**src/rtl/fir_out_requant_decim.sv**
```systemverilog
`default_nettype none
// ============================================================================
// Module   : fir_out_requant_decim
// Purpose  : Output stage of the 63-tap FIR. Rounds and shifts the 32-bit
//            filter result to 16 bits with saturation, keeps one sample in
//            every DECIM, and buffers kept samples in a show-ahead FIFO that
//            drives a valid/ready consumer.
// Revision : 1.0 - initial release
// ============================================================================
module fir_out_requant_decim #(
    parameter int SHIFT = 8,
    parameter int DECIM = 4,
    parameter int DEPTH = 4
) (
    input  logic                     clk,
    input  logic                     rst_n,
    input  logic                     in_valid,
    input  logic [31:0]              in_data,
    input  logic                     clr,
    output logic                     m_valid,
    output logic [15:0]              m_data,
    input  logic                     m_ready,
    output logic [$clog2(DEPTH):0]   level,
    output logic                     sat_flag,
    output logic                     drop_flag
);

    localparam int c_AW = $clog2(DEPTH);
    localparam int c_PW = (DECIM > 1) ? $clog2(DECIM) : 1;
    localparam logic [c_PW-1:0] c_PHASE_LAST = c_PW'(DECIM - 1);
    localparam logic [c_AW:0]   c_FULL       = (c_AW + 1)'(DEPTH);
    localparam logic [c_AW:0]   c_ONE        = (c_AW + 1)'(1);
    // Half an output LSB, so the arithmetic shift rounds half toward +inf.
    localparam logic signed [32:0] c_RND =
        (SHIFT > 0) ? (33'sd1 <<< ((SHIFT > 0) ? (SHIFT - 1) : 0)) : 33'sd0;

    logic signed [32:0] w_sum;
    logic signed [32:0] w_shr;
    logic [15:0]        w_res;
    logic               w_sat;
    logic               w_keep;
    logic               w_pop;
    logic               w_full;
    logic               w_wr;
    logic               w_drop;
    logic [c_AW-1:0]    w_rd_next;

    logic [c_PW-1:0]    r_phase;
    logic               r_s1_valid;
    logic [15:0]        r_s1_data;
    logic               r_s1_sat;
    logic [15:0]        r_mem [DEPTH];
    logic [c_AW-1:0]    r_wr_ptr;
    logic [c_AW-1:0]    r_rd_ptr;
    logic [c_AW:0]      r_level;
    logic [15:0]        r_m_data;
    logic               r_sat_flag;
    logic               r_drop_flag;

    // 33-bit sum cannot overflow: max input plus max rounding offset fits.
    assign w_sum = $signed({in_data[31], in_data}) + c_RND;
    assign w_shr = w_sum >>> SHIFT;

    // Clamp the shifted value into the signed 16-bit range.
    always_comb begin
        w_sat = 1'b0;
        w_res = w_shr[15:0];
        if (w_shr > 33'sd32767) begin
            w_res = 16'h7FFF;
            w_sat = 1'b1;
        end else if (w_shr < -33'sd32768) begin
            w_res = 16'h8000;
            w_sat = 1'b1;
        end
    end

    assign w_keep    = in_valid & (r_phase == '0);
    assign w_pop     = (r_level != '0) & m_ready;
    assign w_full    = (r_level == c_FULL);
    // A full FIFO still accepts the write when the head leaves on the same edge.
    assign w_wr      = r_s1_valid & (~w_full | w_pop);
    assign w_drop    = r_s1_valid & w_full & ~w_pop;
    assign w_rd_next = r_rd_ptr + 1'b1;

    // Decimation phase and the stage-1 register holding the kept sample.
    always_ff @(posedge clk or negedge rst_n) begin
        if (!rst_n) begin
            r_phase    <= '0;
            r_s1_valid <= 1'b0;
            r_s1_data  <= '0;
            r_s1_sat   <= 1'b0;
        end else if (clr) begin
            r_phase    <= '0;
            r_s1_valid <= 1'b0;
        end else begin
            if (in_valid) begin
                r_phase <= (r_phase == c_PHASE_LAST) ? '0 : r_phase + 1'b1;
            end
            r_s1_valid <= w_keep;
            if (w_keep) begin
                r_s1_data <= w_res;
                r_s1_sat  <= w_sat;
            end
        end
    end

    // FIFO storage; stale entries are harmless since pointers are reset.
    always_ff @(posedge clk) begin
        if (w_wr && !clr) begin
            r_mem[r_wr_ptr] <= r_s1_data;
        end
    end

    // FIFO pointers and occupancy.
    always_ff @(posedge clk or negedge rst_n) begin
        if (!rst_n) begin
            r_wr_ptr <= '0;
            r_rd_ptr <= '0;
            r_level  <= '0;
        end else if (clr) begin
            r_wr_ptr <= '0;
            r_rd_ptr <= '0;
            r_level  <= '0;
        end else begin
            if (w_wr) begin
                r_wr_ptr <= r_wr_ptr + 1'b1;
            end
            if (w_pop) begin
                r_rd_ptr <= w_rd_next;
            end
            case ({w_wr, w_pop})
                2'b10:   r_level <= r_level + c_ONE;
                2'b01:   r_level <= r_level - c_ONE;
                default: r_level <= r_level;
            endcase
        end
    end

    // Registered show-ahead head: next entry on pop, incoming sample when
    // the FIFO is (or becomes) empty, otherwise hold the last value.
    always_ff @(posedge clk or negedge rst_n) begin
        if (!rst_n) begin
            r_m_data <= '0;
        end else if (!clr) begin
            if (w_pop && (r_level > c_ONE)) begin
                r_m_data <= r_mem[w_rd_next];
            end else if (w_wr && ((r_level == '0) || (w_pop && (r_level == c_ONE)))) begin
                r_m_data <= r_s1_data;
            end
        end
    end

    // Sticky status flags, updated when a kept sample leaves stage 1.
    always_ff @(posedge clk or negedge rst_n) begin
        if (!rst_n) begin
            r_sat_flag  <= 1'b0;
            r_drop_flag <= 1'b0;
        end else if (clr) begin
            r_sat_flag  <= 1'b0;
            r_drop_flag <= 1'b0;
        end else begin
            if (r_s1_valid && r_s1_sat) begin
                r_sat_flag <= 1'b1;
            end
            if (w_drop) begin
                r_drop_flag <= 1'b1;
            end
        end
    end

    assign m_valid   = (r_level != '0);
    assign m_data    = r_m_data;
    assign level     = r_level;
    assign sat_flag  = r_sat_flag;
    assign drop_flag = r_drop_flag;

endmodule
`default_nettype wire

```
**config.mk**
```make
export PLATFORM = sky130hd
export DESIGN_NAME = fir_out_requant_decim
export DESIGN_NICKNAME = d
export VERILOG_FILES = /design/src/rtl/fir_out_requant_decim.sv
export SDC_FILE = /design/constraint.sdc
export NUM_CORES = 1
export LEC_CHECK = 0
export BUFFER_PORTS_ARGS = -buffer_cell sky130_fd_sc_hd__buf_2
export CAP_MARGIN = 5
export CORE_MARGIN = 5
export CORE_UTILIZATION = 42
export CTS_CLUSTER_SIZE = 16
export DETAILED_ROUTE_END_ITERATION = 10
export GPL_TIMING_DRIVEN = 0
export PLACE_DENSITY = 0.71
export SLEW_MARGIN = 20
export SYNTH_ARGS = -nofsm -noshare
export SYNTH_HDL_FRONTEND = slang
export SYNTH_SLANG_ARGS = --single-unit
```
**constraint.sdc**
```tcl
create_clock -name clk -period 2.1 [get_ports clk]
set_input_delay 0.21 -clock clk [delete_from_list [all_inputs] [get_ports clk]]
set_output_delay 0.21 -clock clk [all_outputs]
set_load 0.02 [all_outputs]
```
==> flow_summary.json <==
{
  "worst_ep_required_time_ps": 2320,
  "drv_slew": 0,
  "cts_buffers": 9,
  "end_kind": "register",
  "place.gp.congestion": 0.875,
  "critPathLaunch": "level[0]",
  "p_total_w": 0.00619,
  "rows": 40,
  "ys_seq_area_share_pct": 59.5,
  "syn_area_um2": 5120,
  "antenna_found_initial": 0,
  "async_reset_ff_share_pct": 41.3,
  "grt_pass1_vias": 3316,
  "hold_viol": 0,
  "finalNetCount": 513,
  "p_switching_w": 0.00193,
  "endpoint": "m_data[8]",
  "p_int_w": 0.00426,
  "syn_inst": 397,
  "p_leak_nw": 2.31,
  "cts.sinks": 109,
  "initial_utilization_pct": 42.8,
  "synth_simple_gate_area_share_pct": 14.0,
  "viasPerCell": 5.28,
  "ys_ff_latch": 109,
  "power.share.clock_pct": 26.2,
  "skew_ps": 5.96,
  "clk_pin_slew_ps": 60,
  "yosys.area.top_type": "edfxtp_1",
  "antenna_cells": 0,
  "setup_viol": 0,
  "rr_startpoint": "level[0]",
  "worstPathArrival_ps": 2230,
  "drive_gt1_share_pct": 28.6,
  "cts_max_level": 3,
  "r2r_cells": 7,
  "initialDrtViolationCount": 168,
  "syn_to_final_growth_pct": 17.5,
  "setup.worst_path.class": "register to register",
  "synth_compound_area_share_pct": 7.72,
  "synthAdderAreaFrac_pct": 2.69,
  "yosysWarnings": 0,
  "die_h_um": 120,
  "start_kind": "register",
  "grt_max_degree": 46,
  "portBuffers": 49,
  "synth_top_area_share_pct": 37.5,
  "timing.critical_path.fanout_max": 10,
  "cts_buffer_depth": 2,
  "p_sw_share_pct": 31.2,
  "period_minus_slack_ps": 2010,
  "outcome": "finished clean",
  "synth.avg_cell_area_um2": 12.9,
  "synthTopCellsByCount": "edfxtp_1 (64), nor2_1 (51), dfrtp_1 (45), a21oi_1 (32), nand2_1 (31)",
  "hold_class": "input port to register",
  "avgRoutedWirePerCell_um": 16.3,
  "ys_top_cells_by_area": "edfxtp_1 (38%), dfrtp_1 (22%), mux4_2 (7.0%)",
  "syn-num-nets": 445,
  "cts_root_buffer": "clkbuf_16",
  "relSlewSlack_pct": 59.7,
  "routed_wl_um": 10000,
  "grtUsageTotal_pct": 14.5,
  "ir_drop_mv": 0.425,
  "rsz0062_at_grt": "false",
  "post-route-period-util_pct": 95.6,
  "synth.distinct_cells": 53,
  "first_pass_iters": 5,
  "worstMarginPinSlew_ps": 605,
  "synth-main-ff-cell": "edfxtp_1",
  "synth.most_common_cell": "edfxtp_1",
  "synth-xor-area-share_pct": 3.08,
  "timing.rr.end": "m_data[8]",
  "ff2ff_setup_slack_ps": 90,
  "worstSkewPairLatency_ps": 340,
  "cts_tree": "yes",
  "die_w_um": 120,
  "fin_util_pct": 50.3,
  "synth_edf_count": 64,
  "fillers": 1039,
  "vias": 3255,
  "grt_pass1_wl_um": 16500,
  "die-area_um2": 14500,
  "synthMuxAreaShare_pct": 11.0,
  "p_seq_share_pct": 46.0,
  "dp_hpwl_um": 7140,
  "p_comb_share_pct": 27.8,
  "drv_cap": 0,
  "p_per_area_nw_per_um2": 1030,
  "drcViolationCount": 0,
  "ant_nets": 0,
  "io_pins": 59,
  "core_um2": 12000,
  "grt-ovfl-total": 0,
  "synth_top_family_by_area": "simple AND/OR/NAND/NOR gates",
  "fmax_mhz": 498
}
[layout by cell type, fill, tap and decap left out, types with 2 or more instances in the layout]
cell type   n
edfxtp_1   64
nor2_1     51
buf_2      51
dfrtp_1    43
nand2_1    31
a21oi_1    31
mux2i_1    18
mux4_2     16
xnor2_1    15
nand3_1    12
ha_1       10
nand4_1     9
a21oi_2     9
clkbuf_16   9
buf_4       9
clkbuf_1    7
inv_1       6
a31oi_1     6
and2_4      4
nand3b_1    4
buf_6       4
nor3_1      3
o21ai_0     3
xor2_1      3
o21ai_2     2
and3_1      2
nand2_2     2
nand3_4     2
nor4_4      2
or3_1       2
mux2i_2     2
dfrtp_2     2
[flip-flops by register name, indices dropped and copies added (netlist names)]
name and count:
r_s1_valid 1, r_mem 64, r_s1_data 16, level 3
r_wr_ptr 2, drop_flag 1, r_s1_sat 1, m_data 16
r_rd_ptr 2, r_phase 2, sat_flag 1
[cell type report]
cell class | count | area [um^2] | area share [%]
Clock inverter | 4 | 51.3 | 0.853
Tap cell | 147 | 184 | 3.06
Inverter | 8 | 30.0 | 0.499
Multi-Input combinational cell | 264 | 2040 | 33.9
Timing Repair Buffer | 58 | 318 | 5.28
Clock buffer | 11 | 233 | 3.87
Buffer | 15 | 111 | 1.85
Sequential cell | 109 | 3050 | 50.7
[power groups by stage]
stage / combinational, W / clock [W] / sequential, W
floorplan: 0.000924 / 0 / 0.00303
global placement: 0.00156 / 0 / 0.00287
detailed placement: 0.00160 / 0 / 0.00289
CTS: 0.00166 / 0.00166 / 0.00285
global route: 0.00190 / 0.00176 / 0.00289
finish: 0.00172 / 0.00162 / 0.00285
[critical path, stage by stage, from the launching register on]
cell and delay (ps):
dfrtp_2 440, inv_1 150, ha_4 180, a21oi_1 40, or3b_2 480, a21oi_4 240
clkbuf_4 260, a21oi_1 80
[repair_timing]
| item | 4_1_cts | 5_1_grt |
|---|---|---|
| pin swaps | 1 | 2 |
| setup endpoints to repair | 93 | 91 |
| cloned | 0 | 0 |
| gates resized for setup | 16 | 17 |
| endpoints found under the hold margin | 0 | 45 |
| buffers inserted | 0 | 8 |
| hold buffers | 0 | 1 |
[metrics by stage]
step | TNS, ps | worst slack (ps) | cells | instance area [um^2] | hold WS [ps]
3_3_place_gp | -22310 | -480 | 593 | 5570 | 429
2_1_floorplan | 0 | 36.0 | 397 | 5140 | -85.6
4_1_cts | -7.07 | -7.07 | 607 | 5900 | 71.1
5_1_grt | 0 | 8.53 | 616 | 6010 | 121
3_5_place_dp | -27940 | -559 | 593 | 5570 | 441
6_report | 0 | 93.3 | 616 | 6010 | 126
[cell families after synthesis]
kind of cell / Yosys count
fa+ha+maj: 11
compound gates: 61
xor+xnor: 18
buf+inv: 24
mux: 36
simple gates: 138
flops: 109
[routing by layer]
layer  global-route usage [%]  vias up  routed length (um)
met2                     24.9       75                5080
met5                        0        -                   0
met4                     3.82        0                 129
met1                     18.6     1582                4280
li1                         -     1589                   -
met3                     3.60        9                 548
[worst min path at each step]
stage                from   endpoint  slack [ps]  depth (start not counted)
global route          clr   level[2]         120                          2
finish                clr   level[2]         130                          2
floorplan           rst_n  drop_flag         -90                          0
detailed placement  rst_n   sat_flag         440                          1
global placement    rst_n   sat_flag         430                          1
CTS                 rst_n  m_data[5]          70                          1
Power figures use the tool's default switching activity.
